`src/rtl/irq_ctl.sv`:
```
// Interrupt controller: edge-detected peripheral strobes plus a periodic tick, latched, masked and
// priority-encoded into intr/vect. Define IRQ_SYNC_EN to add a 2-flop synchronizer on each src bit.
module irq_ctl #(
  parameter logic [15:0] BASE     = 16'h005C,
  parameter int unsigned TICK_DIV = 25000
) (
  input  logic        clock,
  input  logic        reset,
  input  logic [6:0]  src,
  input  logic [15:0] a,
  input  logic [7:0]  o,
  input  logic        w,
  input  logic        r,
  output logic [7:0]  q,
  output logic        intr,
  output logic [2:0]  vect
);

  localparam logic [15:0] TickLast = 16'(TICK_DIV - 1);

  logic [7:0]  mask_q, pend_q, pend_d;
  logic        run_q;
  logic [15:0] cnt_q, cnt_d;
  logic [6:0]  src_q, src_prev_q;
  logic        intr_q;
  logic [2:0]  vect_q, vect_d;

  logic        in_win;
  logic [15:0] off_full;
  logic [1:0]  off;
  logic        wr_mask, wr_pend, wr_tctl;
  logic [6:0]  events;
  logic        tick;
  logic [7:0]  masked;
  logic        unused_r;

  // Reads are side-effect free, so the read strobe carries no information here.
  assign unused_r = r;

  assign in_win   = (a >= BASE) && (a <= BASE + 16'd3);
  assign off_full = a - BASE;
  assign off      = off_full[1:0];
  assign wr_mask  = w && in_win && (off == 2'd0);
  assign wr_pend  = w && in_win && (off == 2'd1);
  assign wr_tctl  = w && in_win && (off == 2'd3);

  assign events = src_q & ~src_prev_q;
  assign tick   = run_q && (cnt_q == TickLast);
  assign masked = pend_q & mask_q;

  // Set beats W1C when both hit the same bit in one cycle.
  assign pend_d = (pend_q & ~(wr_pend ? o : 8'h00)) | {tick, events};

  always_comb begin
    if (!run_q || tick || (wr_tctl && !o[0])) begin
      cnt_d = 16'd0;
    end else begin
      cnt_d = cnt_q + 16'd1;
    end
  end

  always_comb begin
    vect_d = 3'd0;
    for (int i = 7; i >= 0; i--) begin
      if (masked[i]) vect_d = 3'(i);
    end
  end

`ifdef IRQ_SYNC_EN
  logic [6:0] src_meta_q;

  always_ff @(posedge clock or posedge reset) begin
    if (reset) begin
      src_meta_q <= 7'd0;
      src_q      <= 7'd0;
    end else begin
      src_meta_q <= src;
      src_q      <= src_meta_q;
    end
  end
`else
  always_ff @(posedge clock or posedge reset) begin
    if (reset) begin
      src_q <= 7'd0;
    end else begin
      src_q <= src;
    end
  end
`endif

  always_ff @(posedge clock or posedge reset) begin
    if (reset) begin
      src_prev_q <= 7'd0;
      mask_q     <= 8'd0;
      pend_q     <= 8'd0;
      run_q      <= 1'b0;
      cnt_q      <= 16'd0;
      intr_q     <= 1'b0;
      vect_q     <= 3'd0;
    end else begin
      src_prev_q <= src_q;
      pend_q     <= pend_d;
      cnt_q      <= cnt_d;
      intr_q     <= |masked;
      vect_q     <= vect_d;
      if (wr_mask) mask_q <= o;
      if (wr_tctl) run_q <= o[0];
    end
  end

  always_comb begin
    q = 8'h00;
    if (in_win) begin
      case (off)
        2'd0:    q = mask_q;
        2'd1:    q = pend_q;
        2'd2:    q = {intr_q, 4'b0000, vect_q};
        default: q = {7'b0000000, run_q};
      endcase
    end
  end

  assign intr = intr_q;
  assign vect = vect_q;

endmodule

```
`config.mk`:
```
export PLATFORM = sky130hd
export DESIGN_NAME = irq_ctl
export DESIGN_NICKNAME = d
export VERILOG_FILES = /design/src/rtl/irq_ctl.sv
export SDC_FILE = /design/constraint.sdc
export NUM_CORES = 1
export LEC_CHECK = 0
export ABC_AREA = 1
export BUFFER_PORTS_ARGS = -buffer_cell sky130_fd_sc_hd__clkbuf_2
export CAP_MARGIN = 30
export CORE_UTILIZATION = 55
export CTS_CLUSTER_SIZE = 10
export DETAILED_ROUTE_END_ITERATION = 10
export PLACE_DENSITY = 0.88
export SLEW_MARGIN = 0
export SYNTH_ARGS = -nofsm -noshare
export SYNTH_HDL_FRONTEND = slang
export SYNTH_SLANG_ARGS = --single-unit
```
`constraint.sdc`:
```
create_clock -name clock -period 1.5 [get_ports clock]
set_input_delay 0.075 -clock clock [delete_from_list [all_inputs] [get_ports clock]]
set_output_delay 0.075 -clock clock [all_outputs]
set_load 0.03 [all_outputs]
```
==> run summary, run 1 <==
Outcome = finished clean
Ant diodes = 0
Arr. time, crit path = 1.67 ns
CP top delay family = simple AND/OR/NAND/NOR gates
Hpwl dp = 3580 um
Worst reg-to-reg path cell count = 8
Mean Syn Cell Area = 8.45 um^2
Htree depth = 2
Vias in the first global route = 2,040
Minimum clock period = 1.46 ns
Final setup viols = 0
Largest net degree at the start of global routing = 33
Latest clock arrival within the worst-skew pair = 0.31 ns
Final Instance Area = 3030 um^2
Setup Fix Bufs, Post-CTS = 0
Routed via count = 2,131
Synthesized area = 2440 um^2
Area of the die = 4710 um^2
Clock-pin slew on the worst setup and hold paths = 0.10 ns
Area Growth Syn to Fin = 24.3%
TNS Setup = 0 ns
Max Freq = 0.684 GHz
Critical register-to-register path startpoint = cnt_q[15]
CP Capture Type = flop
Hold_sp = o[0]
Initial core utilization = 58.9%
Synth unique cells = 30
Asr flop ratio synth = 100%
Synth Instances = 289
Pwr Density = 911 nW/um^2
Most frequent cells after synthesis = nand2_1, dfrtp_1, inv_1
DRC = 0
DR WL/cell = 12.9 um
Main synth FF type = dfrtp_1
Final slew viol count = 0
Crit path kind = reg -> reg
Top-count cell post-synth = nand2_1
CP Cell Sequence = inv_1 -> nand2_1 -> nor3_1 -> nand2_1 -> nor2_4 -> nor2_4 -> nand2_4 -> nor2_1
VDD IR max = 876 uV
Clock sink count = 51
Ratio of cells with drive above 1 in the final layout = 26.4%
Crit path depth = 8
Clock Root Buffer = clkbuf_8
Antenna violations before repair = 0
# rows = 23
Final #Nets = 395
Number of synthesized flops with an enable pin = 0
Critical Path Start Type = flop
Worst slew pin tran = 0.455 ns
Routed wire length = 5300 um
Max Cap Violations = 0
Initial DRC Count = 173
Largest cells by area after synthesis = dfrtp_1, nand2_1, inv_1
Die extent in x = 68.6 um
Io pins = 47
CTS buffer count = 5
Slew headroom = 69.7%
Crit-path max cell delay = 0.39 ns
Share of the synthesized area in the top cell type = 52.3%
Sequential area share after synthesis = 52.3%
Final Cycle Share = 97.5%
Clock buffer depth = 2
Syn_nets = 325
Core region area = 4140 um^2
Hold Crit Class = in -> reg
Yosys Warn Count = 0
WP buf/inv = 1
CP startpoint = cnt_q[15]
Port Buffers = 45
WP data required = 1.71 ns
Total Routing Usage GR = 24.4%
Chip height = 68.6 um
Vias per std cell = 5.20
Fin. Hold Viols = 0
Congestion Overflow GR = 0
GPL Wtd Cong = 0.858
Antenna viol nets, final = 0
Crit path max-delay cell type = dfrtp_1
Max Fanout on Critical Path = 8
Static Leak = 0.00149 uW
CTS tree = done
Area leader, netlist = dfrtp_1
Hold Path Depth = 4
Placed Area = 2760 um^2
Clock Skew = 0.00519 ns
First-pass GRT wire length = 8400 um
Synthesis-stage register bit count = 51
TritonRoute pass-1 iters = 4
-- cell usage in the layout (no fill, tap or decap), types with 2 or more instances in the layout --
master / n
a21oi_1: 4
a31oi_1: 5
buf_4: 6
clkbuf_2: 45
clkbuf_8: 5
dfrtp_1: 51
dlygate4sd3_1: 15
inv_1: 24
inv_2: 3
nand2_1: 108
nand2_2: 4
nand2_4: 2
nand3_1: 10
nand3_2: 2
nand4_1: 9
nor2_1: 18
nor2_2: 12
nor2_4: 7
nor3_1: 5
o21ai_0: 3
o21ai_1: 2
xnor2_1: 2
xor2_1: 6
-- repair_timing --
| action | in CTS | in global routing |
|---|---|---|
| hold buffers | 15 | 0 |
| endpoints found under the setup margin | 0 | 16 |
| hold endpoints to repair | 33 | 0 |
| gates resized for setup | 0 | 6 |
-- logic make-up (layout without fill, tap and decap cells) --
| group | Yosys count | in the layout | share of synthesized area (%) |
|---|---|---|---|
| AO/OA/AOI/OAI | 18 | 18 | 4.31 |
| XOR/XNOR | 8 | 8 | 2.87 |
| adder cells (fa/ha/maj) | 1 | 1 | 0.512 |
| buffers and inverters | 32 | 102 | 5.74 |
| flip-flops | 51 | 51 | 52.3 |
| AND/OR/NAND/NOR | 179 | 180 | 34.3 |
-- through the flow --
stage / cells / hold slack (ns) / setup WS (ns) / power [uW] / util (%)
after floorplan: 289 / 0.106 / 0.107 / 1790 / -
after global placement: 386 / 0.0816 / 0.0938 / 1880 / 66.5
after detailed placement: 386 / 0.0855 / 0.0376 / 1900 / 66.5
after CTS: 409 / 0.0445 / 0.0122 / 2770 / 72.4
after global routing: 410 / 0.0630 / -0.0495 / 2910 / 73.2
final: 410 / 0.0511 / 0.0377 / 2760 / 73.2
-- path summary, 6_finish.rpt --
kind                                 endpoint  slack [ns]
worst max-delay path                 cnt_q[1]        0.04
worst min-delay path                pend_q[0]        0.05
worst max register to register       cnt_q[1]        0.04
worst min register to register  src_prev_q[6]        0.38
max in group asynchronous           pend_q[7]        0.70
min in group asynchronous           cnt_q[15]        0.29
-- worst register-to-register path, delay by kind of cell, from the launching register on --
kind | cells | cell delay, ns
buffers and inverters | 1 | 0.09
AND/OR/NAND/NOR | 7 | 0.89
flip-flops | 1 | 0.39
-- registers in the layout, indices dropped and copies added, names as in the netlist --
signal      flops
run_q           1
src_q           7
mask_q          8
src_prev_q      7
cnt_q          16
vect            3
intr            1
pend_q          8
-- report_power, final --
| group | internal [uW] | switching [uW] |
|---|---|---|
| Clock | 346 | 497 |
| Sequential | 1460 | 106 |
| Combinational | 167 | 186 |
| Total | 1970 | 789 |
-- layer usage --
| layer | GRT usage [%] | share of wire [%] |
|---|---|---|
| met5 | 0 | 0 |
| met2 | 40.9 | 48 |
| met4 | 9.38 | 1.9 |
| met1 | 30.3 | 44 |
| met3 | 5.76 | 6.6 |
-- cell type report --
class | instances | area, um^2
inverter | 27 | 101
clock inverter | 3 | 27.5
fill | 293 | 1110
multi-input combinational | 207 | 1060
timing repair buffer | 67 | 440
clock buffer | 5 | 68.8
tap | 50 | 62.6
sequential | 51 | 1280
Note: power is estimated with default switching activity, not from simulation.
==> run 2, diff against run 1 <==
==> constraint.sdc (replaced) <==
create_clock -name clock -period 1.5 [get_ports clock]
set_input_delay 0.075 -clock clock [delete_from_list [all_inputs] [get_ports clock]]
set_output_delay 0.075 -clock clock [all_outputs]
set_load 0.02 [all_outputs]
==> run 2 against run 1 <==
Effect of this change: die area unchanged; clock power is 9.6% lower; sequential cell count is the same; final area rose by 0.91%; routed wire length rose by 3.7%; global-route usage grew 0.44 points; sequential power barely moved; critical path depth did not move; hold slack improved by 0.047 ns; register-to-register slack about the same; first-iteration DRC count rose by 5.2%; worst setup slack improved by 0.0037 ns; critical endpoint is now cnt_q[13].
==> run summary, run 2 (same netlist as run 1, synthesis figures left out) <==
CP Capture Type = flop
Most flops, register = cnt_q
Clock Root Buffer = clkbuf_8
Max Freq = 0.686 GHz
Hpwl dp = 3680 um
Register-to-register setup slack = 0.04 ns
# rows = 23
Critical register-to-register path startpoint = cnt_q[0]
Outcome = finished clean
Final Instance Area = 3060 um^2
Chip height = 68.6 um
First-pass GRT wire length = 8390 um
CP Cell Sequence = ha_4 -> nand2_4 -> nor3_2 -> nand2_1 -> nor2_4 -> nor2_4 -> nand2_4 -> nor2_2
Antenna violations before repair = 0
GPL Wtd Cong = 0.842
DRC = 0
Static Leak = 0.00152 uW
DR WL/cell = 13.3 um
Worst slew pin tran = 0.438 ns
VDD IR max = 545 uV
Initial core utilization = 58.9%
Slew headroom = 70.8%
Total Routing Usage GR = 24.8%
Pwr Density = 881 nW/um^2
Ratio of cells with drive above 1 in the final layout = 27.0%
Clock buffer depth = 2
Crit path max-delay cell type = dfrtp_1
Crit path kind = reg -> reg
Max Fanout on Critical Path = 8
Latest clock arrival within the worst-skew pair = 0.30 ns
CTS buffer count = 5
Crit-path max cell delay = 0.43 ns
WP data required = 1.70 ns
Commonest non-fill, non-tap cell in the layout = nand2_1
Clock Skew = 0.00150 ns
Regs by FF count = cnt_q x16, mask_q x8, pend_q x8
Largest net degree at the start of global routing = 33
Arr. time, crit path = 1.66 ns
Minimum clock period = 1.46 ns
TritonRoute pass-1 iters = 4
Clock sink count = 51
Final #Nets = 398
Initial DRC Count = 182
Area Growth Syn to Fin = 25.4%
Ant diodes = 0
Congestion Overflow GR = 0
Hold_sp = o[0]
Vias in the first global route = 1,934
Port Buffers = 45
Final Cycle Share = 97.2%
Most frequent cells in the layout = nand2_1, dfrtp_1, clkbuf_2
Antenna viol nets, final = 0
Critical Path Start Type = flop
Area of the die = 4710 um^2
Die extent in x = 68.6 um
Core region area = 4140 um^2
Final setup viols = 0
Hold Crit Class = in -> reg
TNS Setup = 0 ns
Clock-pin slew on the worst setup and hold paths = 0.09 ns
Sequential Area = 1280 um^2
Max reg flops = 16
Footprint of the multi-input gates = 1070 um^2
Final slew viol count = 0
Vias per std cell = 5.25
Max Cap Violations = 0
Placed Area = 2750 um^2
Routed wire length = 5490 um
Routed via count = 2,168
Io pins = 47
CTS tree = done
CP startpoint = cnt_q[0]
Fin. Hold Viols = 0
Htree depth = 2
RSZ-0062 raised after global routing = true
Fillcell total = 286
==> run 2: report_power, final <==
| group | switching, uW | internal [uW] | total [uW] | leakage [uW] |
|---|---|---|---|---|
| Clock | 435 | 326 | 762 | 0.0000412 |
| Sequential | 115 | 1460 | 1580 | 0.000619 |
| Combinational | 188 | 171 | 359 | 0.000855 |
| Total | 739 | 1960 | 2700 | 0.00152 |
==> run 2: worst max-delay path, delay by kind of cell (launching register included) <==
family / cells / cell delay, ns
simple gates: 7 / 0.75
flops: 1 / 0.43
fa+ha+maj: 1 / 0.17
==> run 2: per-layer routing <==
layer	vias up	global-route usage (%)	wire [um]
met1	1013	32.4	2310
met5	-	0	0
met2	89	39.6	2690
li1	1056	-	-
met3	10	4.77	384
met4	0	11.7	112
==> run 2: cell type report <==
cell class	instances	area share [%]
Sequential cell	51	41.7
Inverter	27	3.31
Clock buffer	6	2.37
Tap cell	50	2.04
Timing Repair Buffer	70	15.1
Clock inverter	2	0.409
Multi-Input combinational cell	207	35.1
==> run 2: worst paths after layout <==
kind,to,depth (start not counted)
max in group asynchronous,src_q[6],4
setup / recovery,cnt_q[13],8
min in group asynchronous,src_prev_q[1],3
hold reg to reg,src_prev_q[0],0
setup reg to reg,cnt_q[13],8
hold / removal,pend_q[0],4
==> run 2: repair_timing <==
item,4_1_cts,5_1_grt
hold endpoints to repair,33,0
gates cloned,1,0
pin swaps,1,6
hold buffers,15,0
endpoints found under the setup margin,6,19
resized for setup,2,7
buffers inserted,0,4
==> run 2: stage by stage <==
step	utilization (%)	instances	hold slack, ns	setup WS [ns]	total power (uW)
global placement	66.3	385	0.0811	0.0823	1890
finish	73.9	413	0.0983	0.0414	2700
detailed placement	66.3	385	0.0919	-0.000998	1910
CTS	72.3	409	0.0960	0.0115	2690
floorplan	-	289	0.106	0.107	1790
global route	73.9	413	0.113	-0.0642	2830
